==> config.mk <==
export PLATFORM = sky130hd
export DESIGN_NAME = pwm_serial_bank_flat
export DESIGN_NICKNAME = d
export VERILOG_FILES = /design/src/rtl/pwm_pkg.sv /design/src/rtl/pwm_serial_bank_if.sv /design/src/rtl/pwm_ser_shifter.sv /design/src/rtl/pwm_serial_bank.sv /design/src/flat_wrapper.sv
export SDC_FILE = /design/constraint.sdc
export NUM_CORES = 1
export LEC_CHECK = 0
export BUFFER_PORTS_ARGS = -buffer_cell sky130_fd_sc_hd__buf_2
export CAP_MARGIN = 40
export CORE_UTILIZATION = 60
export CTS_CLUSTER_DIAMETER = 120
export CTS_CLUSTER_SIZE = 8
export DETAILED_ROUTE_END_ITERATION = 10
export PLACE_DENSITY = 0.88
export SYNTH_ARGS = -nofsm -noshare
export SYNTH_HDL_FRONTEND = slang
export SYNTH_SLANG_ARGS = --single-unit
==> constraint.sdc <==
create_clock -name clk -period 3.4 [get_ports clk]
set_input_delay 0.68 -clock clk [delete_from_list [all_inputs] [get_ports clk]]
set_output_delay 0.68 -clock clk [all_outputs]
set_load 0.05 [all_outputs]
==> src/rtl/pwm_pkg.sv <==
// pwm_pkg: shared types and defaults for the pwm_serial_bank slice.
//   pwm_state_e  : frame FSM states (IDLE / SHIFT / LATCH)
//   DEF_CHANNELS : default channel count
//   DEF_CNT_W    : default counter / period / duty width
//   idx_w()      : width of an index able to address n entries (min 1)
package pwm_pkg;

    localparam int DEF_CHANNELS = 8;
    localparam int DEF_CNT_W    = 8;

    typedef enum logic [1:0] {
        ST_IDLE  = 2'd0,
        ST_SHIFT = 2'd1,
        ST_LATCH = 2'd2
    } pwm_state_e;

    function automatic int idx_w(input int n);
        return (n > 1) ? $clog2(n) : 1;
    endfunction

endpackage

==> src/rtl/pwm_serial_bank_if.sv <==
// pwm_serial_bank_if: control/write bus and serial output bundle of the
// PWM bank.
//   enable, period          : run request and counter terminal value
//   wr_en, wr_addr, wr_data : duty write port
//   s_out, s_valid          : serial compare bit and its shift qualifier
//   latch, frame_done       : end-of-frame strobes
//   busy                    : frame FSM not idle
// modport master: host side (drives control and writes)
// modport slave : PWM bank side
interface pwm_serial_bank_if
    import pwm_pkg::*;
#(
    parameter int CHANNELS = DEF_CHANNELS,
    parameter int CNT_W    = DEF_CNT_W
);
    localparam int AW = idx_w(CHANNELS);

    logic             enable;
    logic [CNT_W-1:0] period;
    logic             wr_en;
    logic [AW-1:0]    wr_addr;
    logic [CNT_W-1:0] wr_data;
    logic             s_out;
    logic             s_valid;
    logic             latch;
    logic             frame_done;
    logic             busy;

    modport master (
        output enable, period, wr_en, wr_addr, wr_data,
        input  s_out, s_valid, latch, frame_done, busy
    );

    modport slave (
        input  enable, period, wr_en, wr_addr, wr_data,
        output s_out, s_valid, latch, frame_done, busy
    );

endinterface

==> src/rtl/pwm_ser_shifter.sv <==
// pwm_ser_shifter: frame FSM of the PWM bank. Serialises the compare vector
// MSB-channel first, then issues a one-cycle latch/frame_done strobe.
// Ports:
//   clk, reset       : clock, async active-high reset
//   enable           : run request, sampled in IDLE and LATCH only
//   cmp              : per-channel compare results from the top level
//   s_out, s_valid   : registered serial bit and qualifier
//   latch, frame_done: registered end-of-frame strobes
//   busy             : registered "FSM not in IDLE"
//   start            : IDLE->SHIFT transition happens on this edge
//   frame_end        : last shift bit leaves on this edge (PWM step edge)
//   stop             : LATCH->IDLE transition happens on this edge
module pwm_ser_shifter
    import pwm_pkg::*;
#(
    parameter int CHANNELS = DEF_CHANNELS
) (
    input  logic                clk,
    input  logic                reset,
    input  logic                enable,
    input  logic [CHANNELS-1:0] cmp,
    output logic                s_out,
    output logic                s_valid,
    output logic                latch,
    output logic                frame_done,
    output logic                busy,
    output logic                start,
    output logic                frame_end,
    output logic                stop
);
    localparam int             IW   = idx_w(CHANNELS);
    localparam logic [IW-1:0]  LAST = IW'(CHANNELS - 1);

    pwm_state_e    state;
    logic [IW-1:0] idx;    // channel currently presented on s_out

    // state always mirrors the registered outputs: SHIFT <=> s_valid,
    // LATCH <=> latch, so these decodes mark the edge that leaves a state.
    assign start     = (state == ST_IDLE)  &&  enable;
    assign frame_end = (state == ST_SHIFT) && (idx == '0);
    assign stop      = (state == ST_LATCH) && !enable;

    // NOTE: sequential state uses non-blocking <= so every register in this
    // block samples pre-edge values regardless of statement order.
    always_ff @(posedge clk or posedge reset) begin
        if (reset) begin
            state      <= ST_IDLE;
            idx        <= '0;
            s_out      <= 1'b0;
            s_valid    <= 1'b0;
            latch      <= 1'b0;
            frame_done <= 1'b0;
            busy       <= 1'b0;
        end else begin
            latch      <= 1'b0;
            frame_done <= 1'b0;
            case (state)
                ST_IDLE: begin
                    if (enable) begin
                        state   <= ST_SHIFT;
                        idx     <= LAST;
                        s_out   <= cmp[LAST];
                        s_valid <= 1'b1;
                        busy    <= 1'b1;
                    end else begin
                        s_out   <= 1'b0;
                        s_valid <= 1'b0;
                        busy    <= 1'b0;
                    end
                end
                ST_SHIFT: begin
                    if (idx == '0) begin
                        state      <= ST_LATCH;
                        s_out      <= 1'b0;
                        s_valid    <= 1'b0;
                        latch      <= 1'b1;
                        frame_done <= 1'b1;
                    end else begin
                        idx   <= idx - 1'b1;
                        s_out <= cmp[idx - 1'b1];
                    end
                end
                ST_LATCH: begin
                    if (enable) begin
                        state   <= ST_SHIFT;
                        idx     <= LAST;
                        s_out   <= cmp[LAST];
                        s_valid <= 1'b1;
                    end else begin
                        state <= ST_IDLE;
                        busy  <= 1'b0;
                    end
                end
                default: begin
                    state   <= ST_IDLE;
                    s_out   <= 1'b0;
                    s_valid <= 1'b0;
                    busy    <= 1'b0;
                end
            endcase
        end
    end

endmodule

==> src/rtl/pwm_serial_bank.sv <==
// pwm_serial_bank: multi-channel PWM engine feeding an external SIPO latch
// register. One shared period counter steps once per frame; each frame
// shifts all channel compares (cnt < duty) out serially, then latches.
// Ports:
//   clk   : clock, all logic on posedge
//   reset : asynchronous active-high reset
//   bus   : pwm_serial_bank_if.slave (enable, period, duty writes, serial out)
// Build option:
//   PWM_SHADOW_EN : duty writes land in shadow registers and are copied to
//                   the active set only when the counter wraps, so a write
//                   never truncates or doubles a pulse. Undefined: writes
//                   hit the active registers directly.
module pwm_serial_bank
    import pwm_pkg::*;
#(
    parameter int CHANNELS = DEF_CHANNELS,
    parameter int CNT_W    = DEF_CNT_W
) (
    input logic               clk,
    input logic               reset,
    pwm_serial_bank_if.slave  bus
);
    localparam int AW = idx_w(CHANNELS);

    logic [CNT_W-1:0]    cnt;
    logic [CNT_W-1:0]    period_q;
    logic [CNT_W-1:0]    duty [CHANNELS];
    logic [CHANNELS-1:0] cmp;
    logic                start;
    logic                frame_end;
    logic                stop;
    logic                wrap;

    // The counter steps on the edge that ends the last shift bit, so it
    // already holds the next value when the following frame starts.
    assign wrap = frame_end && (cnt == period_q);

    always_ff @(posedge clk or posedge reset) begin
        if (reset) begin
            cnt      <= '0;
            period_q <= '0;
        end else if (start) begin
            cnt      <= '0;
            period_q <= bus.period;
        end else if (wrap) begin
            cnt      <= '0;
            period_q <= bus.period;
        end else if (frame_end) begin
            cnt <= cnt + 1'b1;
        end else if (stop) begin
            cnt <= '0;
        end
    end

    // Addresses >= CHANNELS match no entry below and are dropped.
    // NOTE: the duty array is a small flop bank, not a RAM macro, so it takes
    // the async reset like any other register.
`ifdef PWM_SHADOW_EN
    logic [CNT_W-1:0] shadow [CHANNELS];

    always_ff @(posedge clk or posedge reset) begin
        if (reset) begin
            for (int k = 0; k < CHANNELS; k++) begin
                shadow[k] <= '0;
                duty[k]   <= '0;
            end
        end else begin
            for (int k = 0; k < CHANNELS; k++) begin
                if (bus.wr_en && (bus.wr_addr == AW'(k)))
                    shadow[k] <= bus.wr_data;
                if (wrap)
                    duty[k] <= shadow[k];
            end
        end
    end
`else
    always_ff @(posedge clk or posedge reset) begin
        if (reset) begin
            for (int k = 0; k < CHANNELS; k++)
                duty[k] <= '0;
        end else begin
            for (int k = 0; k < CHANNELS; k++) begin
                if (bus.wr_en && (bus.wr_addr == AW'(k)))
                    duty[k] <= bus.wr_data;
            end
        end
    end
`endif

    // cnt never exceeds period_q, so duty=0 gives constant 0 and
    // duty>period_q gives constant 1 without extra terms.
    // NOTE: default assignment first keeps this block free of inferred latches.
    always_comb begin
        cmp = '0;
        for (int k = 0; k < CHANNELS; k++)
            cmp[k] = (cnt < duty[k]);
    end

    pwm_ser_shifter #(
        .CHANNELS (CHANNELS)
    ) u_shift (
        .clk        (clk),
        .reset      (reset),
        .enable     (bus.enable),
        .cmp        (cmp),
        .s_out      (bus.s_out),
        .s_valid    (bus.s_valid),
        .latch      (bus.latch),
        .frame_done (bus.frame_done),
        .busy       (bus.busy),
        .start      (start),
        .frame_end  (frame_end),
        .stop       (stop)
    );

endmodule

==> src/flat_wrapper.sv <==
// flat-port wrapper written by rule: the top's interface ports become plain ports
module pwm_serial_bank_flat import pwm_pkg::*;
#(
    parameter int CHANNELS = DEF_CHANNELS,
    parameter int CNT_W    = DEF_CNT_W
)
  (clk, reset, bus_enable, bus_period, bus_wr_en, bus_wr_addr, bus_wr_data, bus_s_out, bus_s_valid, bus_latch, bus_frame_done, bus_busy);
  pwm_serial_bank_if #(.CHANNELS(CHANNELS), .CNT_W(CNT_W)) bus_i ();
  input logic clk;
  input logic reset;
  input wire logic [$bits(bus_i.enable)-1:0] bus_enable;
  input wire logic [$bits(bus_i.period)-1:0] bus_period;
  input wire logic [$bits(bus_i.wr_en)-1:0] bus_wr_en;
  input wire logic [$bits(bus_i.wr_addr)-1:0] bus_wr_addr;
  input wire logic [$bits(bus_i.wr_data)-1:0] bus_wr_data;
  output wire logic [$bits(bus_i.s_out)-1:0] bus_s_out;
  output wire logic [$bits(bus_i.s_valid)-1:0] bus_s_valid;
  output wire logic [$bits(bus_i.latch)-1:0] bus_latch;
  output wire logic [$bits(bus_i.frame_done)-1:0] bus_frame_done;
  output wire logic [$bits(bus_i.busy)-1:0] bus_busy;
  assign bus_i.enable = bus_enable;
  assign bus_i.period = bus_period;
  assign bus_i.wr_en = bus_wr_en;
  assign bus_i.wr_addr = bus_wr_addr;
  assign bus_i.wr_data = bus_wr_data;
  assign bus_s_out = bus_i.s_out;
  assign bus_s_valid = bus_i.s_valid;
  assign bus_latch = bus_i.latch;
  assign bus_frame_done = bus_i.frame_done;
  assign bus_busy = bus_i.busy;
  pwm_serial_bank #(.CHANNELS(CHANNELS), .CNT_W(CNT_W)) u_core (.clk(clk), .reset(reset), .bus(bus_i));
endmodule
# --- Word level (Yosys, flattened, before mapping) ---
# Index checks and enable logic that the tools add are counted.
totals:
  register_bits: 89
  inputBits: 23
  word_cells: 95
classes:
  addsub: 2
  n_lt_le_gt_ge: 9
  eq_ne: 16
  n_mux: 27
  n_bitwise: 1
  n_reduce_logical: 24
ops:
  columns: ["op", "n"]
  rows:
  - ["$lt 8x8->1", 8]
  - ["$mux 8", 6]
  - ["$eq 3x3->1 const B", 4]
  - ["$logic_and 1x1->1", 12]
  - ["$mux 1", 11]
  - ["$pmux 1 s3", 3]
  - ["$add 8x1->8 const B", 1]
  - ["$eq 8x8->1", 1]
  - ["$ne 2x2->1 const B", 4]
  - ["$eq 3x2->1 const B", 2]
  - ["$logic_not 3->1", 2]
  - ["$mux 3", 2]
  - ["$pmux 2 s3", 1]
  - ["$pmux 3 s2", 1]
  - ["$reduce_and 2->1", 3]
  - ["$lt 3x4->1 const B", 1]
  - ["$mux 2", 2]
  - ["$ne 2x1->1 const B", 2]
  - ["$reduce_bool 2->1", 2]
  - ["$reduce_bool 4->1", 1]
  - ["$bmux 1 s3", 1]
  - ["$eq 3x1->1 const B", 1]
  - ["$reduce_and 3->1", 1]
  - ["$sub 3x1->3 const B", 1]
  - ["other kinds (6)", 6]

# --- Depth between registers and ports, before layout ---
# Gate-level depths: netlist of the first run.
logic_depth:
  depth_word: 6
  mapped_depth: 9
  mapped_depth_nobuf: 8

# --- By module ---
# A second synthesis of the first run with hierarchy kept.
hier_totals:
  hier_cells: 478
  area_unflattened_um2: 5033.6
modules_own_cells:
  columns: ["mod", "instances", "cells_each", "area_each_um2"]
  rows:
  - ["pwm_serial_bank", 1, 431, 4541.9]
  - ["pwm_ser_shifter", 1, 47, 491.7]

# --- Least setup slack after synthesis of the first run ---
# OpenSTA, ideal clock, no wires.
synth_path:
  path_kind: "input port to flip-flop"
  startpoint: "input port bus_enable"
  endpoint: "register u_core.cnt[0]"
  setup_ps: 125
  arrival_time_ps: 1723
  required_ps: 3275
  slack_ps: 1552
  path_stages: 5
  n_path_buf: 1
  path_cell_list: "clkbuf_2 > nor3b_1 > a31oi_4 > and2_4 > mux2_2"
synth_via:
  elab_chain_len: 3
synth_lines:
  columns: ["element", "line", "rtl"]
  rows:
  - ["from (decl)", "flat_wrapper.sv:11", "input wire logic [$bits(bus_i.enable)-1:0] bus_enable;"]
  - ["$logic_not 1->1", "pwm_ser_shifter.sv:41", "assign stop = (state == ST_LATCH) && !enable;"]
  - ["$logic_and 1x1->1", "pwm_ser_shifter.sv:41", null]
  - ["$reduce_bool 4->1 (no source line)", null, null]
  - ["to (signal assigned)", "pwm_serial_bank.sv:49", "cnt <= cnt + 1'b1;"]
  - ["to (decl)", "pwm_serial_bank.sv:25", "logic [CNT_W-1:0] cnt;"]
# Several ways; a longest one is shown, not always the timed one.
# A chain may end at the register's enable or synchronous reset.

# --- Worst setup path after layout of the first run ---
layout_path:
  startpoint: "register u_core.cnt[6]"
  endpoint: "register u_core.u_shift.s_out"
layout_via:
  elab_chain_len: 5
layout_lines:
  columns: ["element", "line", "rtl"]
  rows:
  - ["$lt 8x8->1", "pwm_serial_bank.sv:96", "cmp[k] = (cnt < duty[k]);"]
  - ["$bmux 1 s3", "pwm_ser_shifter.sv:80", "s_out <= cmp[idx - 1'b1];"]
  - ["$mux 1 (implied by the code)", "pwm_ser_shifter.sv:80", null]
  - ["$mux 1", "pwm_ser_shifter.sv:72", "if (idx == '0) begin"]
  - ["$pmux 1 s3 (*)", "pwm_ser_shifter.sv:57", "case (state)"]
  - ["to (signal assigned)", "pwm_ser_shifter.sv:62", "s_out <= cmp[LAST];"]
  - ["to (signal assigned)", "pwm_ser_shifter.sv:80", null]
  - ["to (signal assigned)", "pwm_ser_shifter.sv:87", "s_out <= cmp[LAST];"]
  - ["to (decl)", "pwm_ser_shifter.sv:22", "output logic s_out,"]
# Every way passes the cells marked *; elsewhere a longest branch is shown, timed or not. The select of a mux whose other input is x is not followed.

==> flow_metrics.py, run 1 <==
metrics = {
    "route": {
        "drc": 0,
        "ant_nets": 0,
        "viasPerCell": 6.161,
        "drt_wl_total_um": 11750,
        "wl_per_cell_um": 18.56,
        "drt_first_pass_iters": 6,
        "drt-initial-drc-count": 351,
        "vias": 3900,
    },
    "setup_path": {
        "critPathLaunchType": "register",
        "crit_fanout": 11,
        "timing.rr.start": "u_core.cnt[6]$_DFFE_PP0P_",
        "cp-end-kind": "register",
        "reg2reg_depth": 7,
        "cp.required_ns": 3.69,
        "rrSetupSlack_ns": 0.90,
        "worstReg2RegEnd": "u_core.u_shift.s_out$_DFFE_PP0N_",
        "crit_arrival_ns": 2.79,
        "path_class": "register to register",
    },
    "cts": {
        "cts_buffers": 9,
        "cts_hold_buf": 0,
        "insertion_delay_ns": 0.37,
        "cts_max_level": 3,
        "clk_pin_slew_ns": 0.08,
        "clockBufferDepth": 2,
        "cts_setup_buffers": 0,
        "ctsResizeCount": 0,
        "cts_num_sinks": 89,
        "cts_root_buffer": "clkbuf_8",
        "cts_tree": "yes",
    },
    "global_route": {
        "gr-total-overflow": 0,
        "grt_max_degree": 90,
        "antenna_found_initial": 0,
        "grt_use_total": 0.2918,
        "grt_pass1_wl_um": 19400,
        "grt_pass1_vias": 3986,
    },
    "yosys": {
        "synth_seq_cells": 89,
        "syn_nets": 578,
        "synth_top_area_cell": "dfrtp_1",
        "synth_edf_count": 0,
        "ys.flop_type": "dfrtp_1",
        "synth_area_um2": 5121,
        "yosys.area.top_type_share": 0.4349,
        "yosysSeqAreaShare": 0.4349,
        "synth_common_cells": "dfrtp_1 (89), inv_1 (66), ha_1 (59), mux2_2 (46), nand2_1 (40)",
        "netlist_instances": 496,
        "synthTopCellsByArea": "dfrtp_1 (43%), ha_1 (14%), mux2_2 (10%)",
        "synth_area_per_cell_um2": 10.32,
        "yosysMostFrequentCell": "dfrtp_1",
        "synthArstFlopShare": 1.000,
        "yosys.cell_types.count": 53,
        "ys_warn_count": 0,
    },
    "sta": {
        "timing.fmax_mhz": 399.4,
        "min_period_ns": 2.504,
        "finClkSkew_ns": 0.003040,
        "tns_ns": 0,
        "rsz0062_at_grt": "false",
        "setup_viol": 0,
        "worst_slew_pin_slew_ns": 0.8422,
        "fin_crit_sh": 0.7364,
        "slew_headroom": 0.4342,
        "hold_viol": 0,
        "slew_viol_final": 0,
    },
    "layout": {
        "drive_gt1_frac": 0.1989,
        "diodes": 0,
        "fillers": 604,
        "utilization": 0.6741,
        "area_growth_pct": 8.698,
        "nNetsFinal": 605,
        "finalInstanceArea_um2": 5567,
    },
    "die": {
        "initial_core_util": 0.6202,
        "dieArea_um2": 8909,
        "ioPinCount": 28,
        "die_y_um": 94.39,
        "core_area_um2": 8258,
        "die_w_um": 94.39,
        "core.rowCount": 33,
    },
    "placement": {
        "gp_congestion": 0.9320,
        "port_buffers": 27,
        "dp_hpwl_um": 8404,
        "place_area_um2": 5360,
    },
    "power_and_ir_drop": {
        "leakage_nw": 2.740,
        "p_per_area_nw_per_um2": 649.2,
        "irDropWorstVdd_v": 0.0003237,
    },
    "worst_hold_path": {
        "hold_path.class": "input pin to async pin",
    },
    "status": {
        "status": "completed",
    },
    "flow_run": {
        "max_cap_violations": 0,
    },
}
-- layout make-up --
type	instances	area [um^2]	share of cell area
Multi-Input combinational cell	326	2575	0.4626
Sequential cell	89	2227	0.4001
Inverter	66	249.0	0.04473
Timing Repair Buffer	31	177.7	0.03192
Clock buffer	12	155.1	0.02787
Tap cell	105	131.4	0.02360
Clock inverter	4	51.30	0.009216
-- worst max-delay path by stage --
stage                                         start                               end  slack [ns]  depth (start not counted)
after global routing      u_core.cnt[6]$_DFFE_PP0P_  u_core.u_shift.s_out$_DFFE_PP0N_        0.85                          7
final                     u_core.cnt[6]$_DFFE_PP0P_  u_core.u_shift.s_out$_DFFE_PP0N_        0.90                          7
after detailed placement  u_core.cnt[6]$_DFFE_PP0P_  u_core.u_shift.s_out$_DFFE_PP0N_        0.99                          7
after CTS                 u_core.cnt[6]$_DFFE_PP0P_  u_core.u_shift.s_out$_DFFE_PP0N_        0.96                          7
after global placement    u_core.cnt[6]$_DFFE_PP0P_  u_core.u_shift.s_out$_DFFE_PP0N_        1.11                          7
after floorplan                               reset         u_core.cnt[0]$_DFFE_PP0P_        0.41                          1
-- layer usage --
layer,GRT usage,share of wire,vias to the layer above
met5,0,0,-
met4,0.1359,0.039,0
met3,0.08293,0.075,46
met2,0.4553,0.48,181
met1,0.3763,0.41,1894
li1,-,-,1779
-- worst max-delay path, cell delays in order, from the launching register on --
cell and delay (ns):
dfrtp_1 0.67, ha_1 0.37, a21o_1 0.19, a2111oi_0 0.65, o31ai_1 0.16, o211ai_1 0.13, o211ai_1 0.12, o211ai_1 0.12
-- logic make-up after synthesis --
| kind of cell | synth area share |
|---|---|
| mux | 0.1011 |
| flops | 0.4349 |
| compound gates | 0.1026 |
| fa+ha+maj | 0.1441 |
| buf+inv | 0.06230 |
| simple gates | 0.1275 |
| xor+xnor | 0.02736 |
-- cells in the final DEF, fill, tap and decap left out, types with 2 or more instances in the layout --
cell type  count
o21ai_0       39
inv_1         65
o21a_1         3
mux2_2        46
nor4_1         2
nor2b_1        2
nand3_1        5
nor4_2         2
xnor2_1        4
a21oi_1       13
ha_1          59
nand2_1       40
a2111oi_0      6
buf_4          3
nor2_1        22
nor3b_2        2
nand4_1        9
nor3b_1        2
o22ai_1        2
nand2b_1       6
clkinv_2       2
nor3_1        12
a31oi_1        2
dfrtp_1       89
xor2_1        12
o211ai_1       3
buf_2         27
a211oi_1       5
clkbuf_8      11
nand4b_1       4
or3_1          3
-- registers in the layout, summed over array words and instances (netlist names) --
name	cells
u_core.u_shift.state	2
u_core.u_shift.busy	1
u_core.u_shift.frame_done	1
u_core.cnt	8
u_core.u_shift.idx	3
u_core.u_shift.s_out	1
u_core.duty	64
u_core.period_q	8
u_core.u_shift.s_valid	1
-- power breakdown --
part	internal (mW)	switching (mW)	leakage, nW
Clock	0.380	0.382	0.103
Sequential	1.33	0.236	1.09
Combinational	0.555	0.732	1.55
-- stage by stage --
stage | setup WS [ns] | hold slack (ns) | std cells | power, mW
floorplan | 0.4131 | 0.4712 | 496 | 2.479
global placement | 1.111 | 0.4873 | 617 | 2.730
detailed placement | 0.9907 | 0.4930 | 617 | 2.830
CTS | 0.9629 | 0.4148 | 633 | 3.604
global route | 0.8454 | 0.4116 | 633 | 3.838
finish | 0.8963 | 0.3972 | 633 | 3.614
(Power assumes the default switching activity.)
==> inputs of run 2 (changes only) <==
Settings changed: CORE_UTILIZATION 60 to 56, PLACE_DENSITY 0.88 to 0.86.
Clock period 3.4 ns to 2.2 ns, I/O delays scaled along.
==> flow_metrics.py, run 2 (synthesis gave the netlist of run 1 again) <==
metrics = {
    "cts": {
        "cts_buffers": 9,
        "cts_hold_buf": 0,
        "cts_setup_buffers": 0,
        "cts_num_sinks": 89,
        "clockBufferDepth": 2,
        "clk_pin_slew_ns": 0.09,
        "cts_root_buffer": "clkbuf_8",
        "ctsResizeCount": 0,
        "cts_tree": "yes",
        "insertion_delay_ns": 0.37,
        "cts_max_level": 3,
    },
    "sta": {
        "timing.fmax_mhz": 468.4,
        "rsz0062_at_grt": "false",
        "slew_headroom": 0.5708,
        "timing.hold.ws_ns": 0.1984,
        "worst_slew_pin_slew_ns": 0.6404,
        "slew_viol_final": 0,
        "min_period_ns": 2.135,
        "setup_viol": 0,
        "fin_crit_sh": 0.9704,
        "tns_ns": 0,
        "hold_viol": 0,
        "finClkSkew_ns": 0.01398,
    },
    "setup_path": {
        "critPathLaunchType": "register",
        "path_class": "register to register",
        "crit_family": "compound AO/OA/AOI/OAI gates",
        "path_cells": "buf_4, ha_1, a2111oi_0, nor3_1, nor3_1, o22ai_1, o211ai_1",
        "worstReg2RegEnd": "u_core.u_shift.s_out$_DFFE_PP0N_",
        "timing.rr.start": "u_core.cnt[3]$_DFFE_PP0P_",
        "crit_fanout": 7,
        "cp.buffers_inverters": 1,
        "crit_arrival_ns": 2.42,
        "cp.required_ns": 2.48,
        "critPathSlowestCell": "a2111oi_0",
        "cp_common_cell": "nor3_1",
        "cp-end-kind": "register",
        "slowest_delay_ns": 0.56,
        "rrSetupSlack_ns": 0.07,
        "reg2reg_depth": 7,
    },
    "die": {
        "dieArea_um2": 9532,
        "core_area_um2": 8806,
        "initial_core_util": 0.5816,
        "die_w_um": 97.63,
        "core.rowCount": 34,
        "die_y_um": 97.63,
        "ioPinCount": 28,
    },
    "route": {
        "vias": 3893,
        "viasPerCell": 6.026,
        "drt_first_pass_iters": 5,
        "wl_per_cell_um": 18.23,
        "drt_wl_total_um": 11780,
        "drt-initial-drc-count": 291,
        "drc": 0,
        "ant_nets": 0,
    },
    "power_and_ir_drop": {
        "leakage_nw": 2.773,
        "irDropWorstVdd_v": 0.0003647,
        "p_per_area_nw_per_um2": 985.2,
    },
    "layout": {
        "layout_common_cells": "dfrtp_1 (87), inv_1 (65), ha_1 (59)",
        "reg_top3": "u_core.duty (64), u_core.cnt (8), u_core.period_q (8)",
        "utilization": 0.6408,
        "stdcell_count": 646,
        "area_growth_pct": 10.19,
        "diodes": 0,
        "nNetsFinal": 616,
        "fillers": 658,
        "drive_gt1_frac": 0.2193,
        "largest_reg_flops": 64,
        "final_common_cell": "dfrtp_1",
        "top_register": "u_core.duty",
    },
    "global_route": {
        "gr-total-overflow": 0,
        "grt_max_degree": 90,
        "grt_pass1_wl_um": 19890,
        "antenna_found_initial": 0,
        "grt_pass1_vias": 4038,
        "grt_use_total": 0.2691,
    },
    "placement": {
        "dp_hpwl_um": 8607,
        "place_inst": 631,
        "gp_congestion": 0.8723,
        "port_buffers": 27,
    },
    "status": {
        "status": "completed",
    },
    "worst_hold_path": {
        "hold_path.class": "input pin to async pin",
    },
    "flow_run": {
        "max_cap_violations": 0,
    },
}
## run 2: changes by cell type in the layout (fill, tap and decap cells not counted), sizes merged
cell and change:
clkinvlp +3, clkinv -2, clkbuf -2, buf +11
## run 2: worst max path at each step
stage / start / to / depth (start not counted)
after floorplan: u_core.u_shift.idx[0]$_DFFE_PP0P_ / u_core.cnt[5]$_DFFE_PP0P_ / 9
final: u_core.cnt[3]$_DFFE_PP0P_ / u_core.u_shift.s_out$_DFFE_PP0N_ / 7
after global routing: u_core.cnt[3]$_DFFE_PP0P_ / u_core.u_shift.s_out$_DFFE_PP0N_ / 7
after CTS: u_core.cnt[5]$_DFFE_PP0P_ / u_core.u_shift.s_out$_DFFE_PP0N_ / 7
after global placement: u_core.cnt[5]$_DFFE_PP0P_ / u_core.u_shift.s_out$_DFFE_PP0N_ / 7
after detailed placement: u_core.cnt[5]$_DFFE_PP0P_ / u_core.u_shift.s_out$_DFFE_PP0N_ / 7
## run 2: layout make-up
| cell class | count | area, um^2 | area share |
|---|---|---|---|
| Tap cell | 108 | 135.1 | 0.02395 |
| Clock inverter | 5 | 57.56 | 0.01020 |
| Multi-Input combinational cell | 326 | 2581 | 0.4574 |
| Timing Repair Buffer | 42 | 260.3 | 0.04612 |
| Clock buffer | 10 | 127.6 | 0.02262 |
| Sequential cell | 89 | 2230 | 0.3951 |
| Inverter | 66 | 251.5 | 0.04457 |
## run 2: stage by stage
stage               total power, mW  area [um^2]  worst slack (ns)
finish                        5.559         5643           0.06503
global route                  5.883         5643          0.007606
CTS                           5.529         5634          0.003805
detailed placement            4.403         5449           0.05722
global placement              4.255         5449            0.1103
floorplan                     3.832         5125            0.3545
## run 2: worst register-to-register path, stage by stage (launching register included)
cell and delay [ns]:
dfrtp_1 0.47, buf_4 0.22, ha_1 0.22, a2111oi_0 0.56, nor3_1 0.13, nor3_1 0.23
o22ai_1 0.12, o211ai_1 0.12
## run 2: where the power goes
group	switching, mW	internal [mW]
Combinational	1.19	0.890
Sequential	0.321	2.05
Clock	0.587	0.517
Total	2.10	3.46
## run 2: metal layers
layer | GRT usage | vias up | routed length, um
met2 | 0.4359 | 149 | 5719
met3 | 0.05396 | 41 | 704
li1 | - | 1799 | -
met1 | 0.3424 | 1904 | 4986
met4 | 0.1387 | 0 | 366
met5 | 0 | - | 0
==> inputs of run 3 (changes only) <==
Settings changed: CORE_UTILIZATION 56 to 57, CTS_BUF_LIST from default to sky130_fd_sc_hd__clkbuf_4, PLACE_DENSITY 0.86 to 0.87, RECOVER_POWER from default to 25.
==> flow_metrics.py, run 3 (synthesis gave the netlist of run 1 again) <==
metrics = {
    "flow_run": {
        "max_cap_violations": 0,
    },
    "sta": {
        "hold_viol": 0,
        "rsz0062_at_grt": "false",
        "setup_viol": 0,
        "timing.fmax_mhz": 485.7,
        "slew_viol_final": 0,
        "timing.hold.ws_ns": 0.2065,
        "min_period_ns": 2.059,
        "slew_headroom": 0.2112,
        "worst_slew_pin_slew_ns": 1.183,
        "tns_ns": 0,
        "fin_crit_sh": 0.9358,
        "finClkSkew_ns": 0.02725,
    },
    "cts": {
        "cts_max_level": 3,
        "clockBufferDepth": 2,
        "cts_tree": "yes",
        "cts_hold_buf": 0,
        "cts_num_sinks": 89,
        "cts_buffers": 9,
        "cts_root_buffer": "clkbuf_4",
        "insertion_delay_ns": 0.45,
        "clk_pin_slew_ns": 0.15,
    },
    "setup_path": {
        "reg2reg_depth": 8,
        "critPathSlowestCell": "dfrtp_1",
        "crit_arrival_ns": 2.41,
        "cp.buffers_inverters": 1,
        "crit_fanout": 6,
        "cp_common_cell": "nor2_1",
        "cp-end-kind": "register",
        "path_class": "register to register",
        "crit_family": "simple AND/OR/NAND/NOR gates",
        "timing.rr.start": "u_core.u_shift.idx[0]$_DFFE_PP0P_",
        "worstReg2RegEnd": "u_core.cnt[7]$_DFFE_PP0P_",
        "cp.required_ns": 2.55,
        "critPathLaunchType": "register",
        "rrSetupSlack_ns": 0.14,
        "path_cells": "inv_1, ha_2, and4bb_4, o21bai_2, nand4_2, nor2_1, xnor2_1, nor2_1",
        "slowest_delay_ns": 0.42,
    },
    "status": {
        "status": "completed",
    },
    "worst_hold_path": {
        "hold_path.class": "input pin to register",
        "hold_end": "u_core.period_q[4]$_DFFE_PP0P_",
        "hold_depth": 2,
        "min-delay-start": "bus_period[4]",
    },
    "global_route": {
        "grt_pass1_vias": 3936,
        "grt_use_total": 0.2540,
        "grt_max_degree": 90,
        "gr-total-overflow": 0,
        "grt_pass1_wl_um": 19020,
        "antenna_found_initial": 0,
    },
    "route": {
        "vias": 3736,
        "drt-initial-drc-count": 220,
        "wl_per_cell_um": 17.16,
        "drt_wl_total_um": 11050,
        "ant_nets": 0,
        "viasPerCell": 5.801,
        "drt_first_pass_iters": 6,
        "drc": 0,
    },
    "layout": {
        "final_common_cell": "dfrtp_1",
        "drive_gt1_frac": 0.2183,
        "utilization": 0.6383,
        "layout_common_cells": "dfrtp_1 (86), inv_1 (65), ha_1 (58)",
        "top_register": "u_core.duty",
        "diodes": 0,
        "reg_top3": "u_core.duty (64), u_core.cnt (8), u_core.period_q (8)",
        "nNetsFinal": 613,
        "largest_reg_flops": 64,
        "area_growth_pct": 8.698,
    },
    "die": {
        "dieArea_um2": 9367,
        "initial_core_util": 0.5872,
        "ioPinCount": 28,
        "die_y_um": 96.79,
        "die_w_um": 96.79,
        "core_area_um2": 8721,
        "core.rowCount": 34,
    },
    "power_and_ir_drop": {
        "leakage_nw": 2.734,
        "total_power_mw": 5.374,
        "irDropWorstVdd_v": 0.0004105,
        "p_per_area_nw_per_um2": 965.4,
    },
    "placement": {
        "port_buffers": 27,
        "gp_congestion": 0.9042,
        "dp_hpwl_um": 8155,
    },
}
run 3: changes by cell type in the layout (fill, tap and decap cells not counted), moves of 2 or more:
cell	previous run	this run
a2111oi_0	5	3
clkbuf_8	9	0
buf_4	14	11
clkbuf_4	0	13
a2111oi_1	0	3
run 3: worst max path at each step:
stage / from / end / slack [ns] / depth (start not counted)
final: u_core.u_shift.idx[0]$_DFFE_PP0P_ / u_core.cnt[7]$_DFFE_PP0P_ / 0.14 / 8
after global routing: u_core.u_shift.idx[0]$_DFFE_PP0P_ / u_core.cnt[7]$_DFFE_PP0P_ / 0.009 / 8
after global placement: u_core.cnt[2]$_DFFE_PP0P_ / u_core.u_shift.s_out$_DFFE_PP0N_ / 0.13 / 7
after detailed placement: u_core.cnt[2]$_DFFE_PP0P_ / u_core.u_shift.s_out$_DFFE_PP0N_ / 0.04 / 7
after floorplan: u_core.u_shift.idx[0]$_DFFE_PP0P_ / u_core.cnt[5]$_DFFE_PP0P_ / 0.35 / 9
after CTS: u_core.cnt[2]$_DFFE_PP0P_ / u_core.u_shift.s_out$_DFFE_PP0N_ / 0.005 / 7
run 3: area by class of cell:
type,instances,area (um^2)
well taps,108,135.1
repair buffers,39,224.0
clock inverters,4,53.80
fillers,643,3154
flip-flops and latches,89,2231
inverters,66,251.5
clock buffers,12,90.09
multi-input cells,326,2581
run 3: metal layers:
metal	wire, um	vias to the layer above	GRT usage
li1	-	1804	-
met1	4971	1825	0.3417
met2	5310	74	0.4090
met3	410	33	0.03396
met4	362	0	0.1206
met5	0	-	0
run 3: power by group:
part / leakage, nW / switching, mW / internal (mW)
Sequential: 1.08 / 0.318 / 2.05
Combinational: 1.58 / 1.14 / 0.917
Clock: 0.0738 / 0.559 / 0.387
run 3: through the flow:
stage / worst slack (ns) / instances / area [um^2]
after floorplan: 0.3545 / 496 / 5125
after global placement: 0.1333 / 628 / 5426
after detailed placement: 0.04490 / 628 / 5426
after CTS: 0.004911 / 644 / 5570
after global routing: 0.008882 / 644 / 5567
final: 0.1412 / 644 / 5567
run 3: what timing repair did:
| action | CTS | global route |
|---|---|---|
| setup endpoints to repair | 0 | 2 |
| buffers inserted | 0 | 0 |
| resized for setup | 0 | 7 |
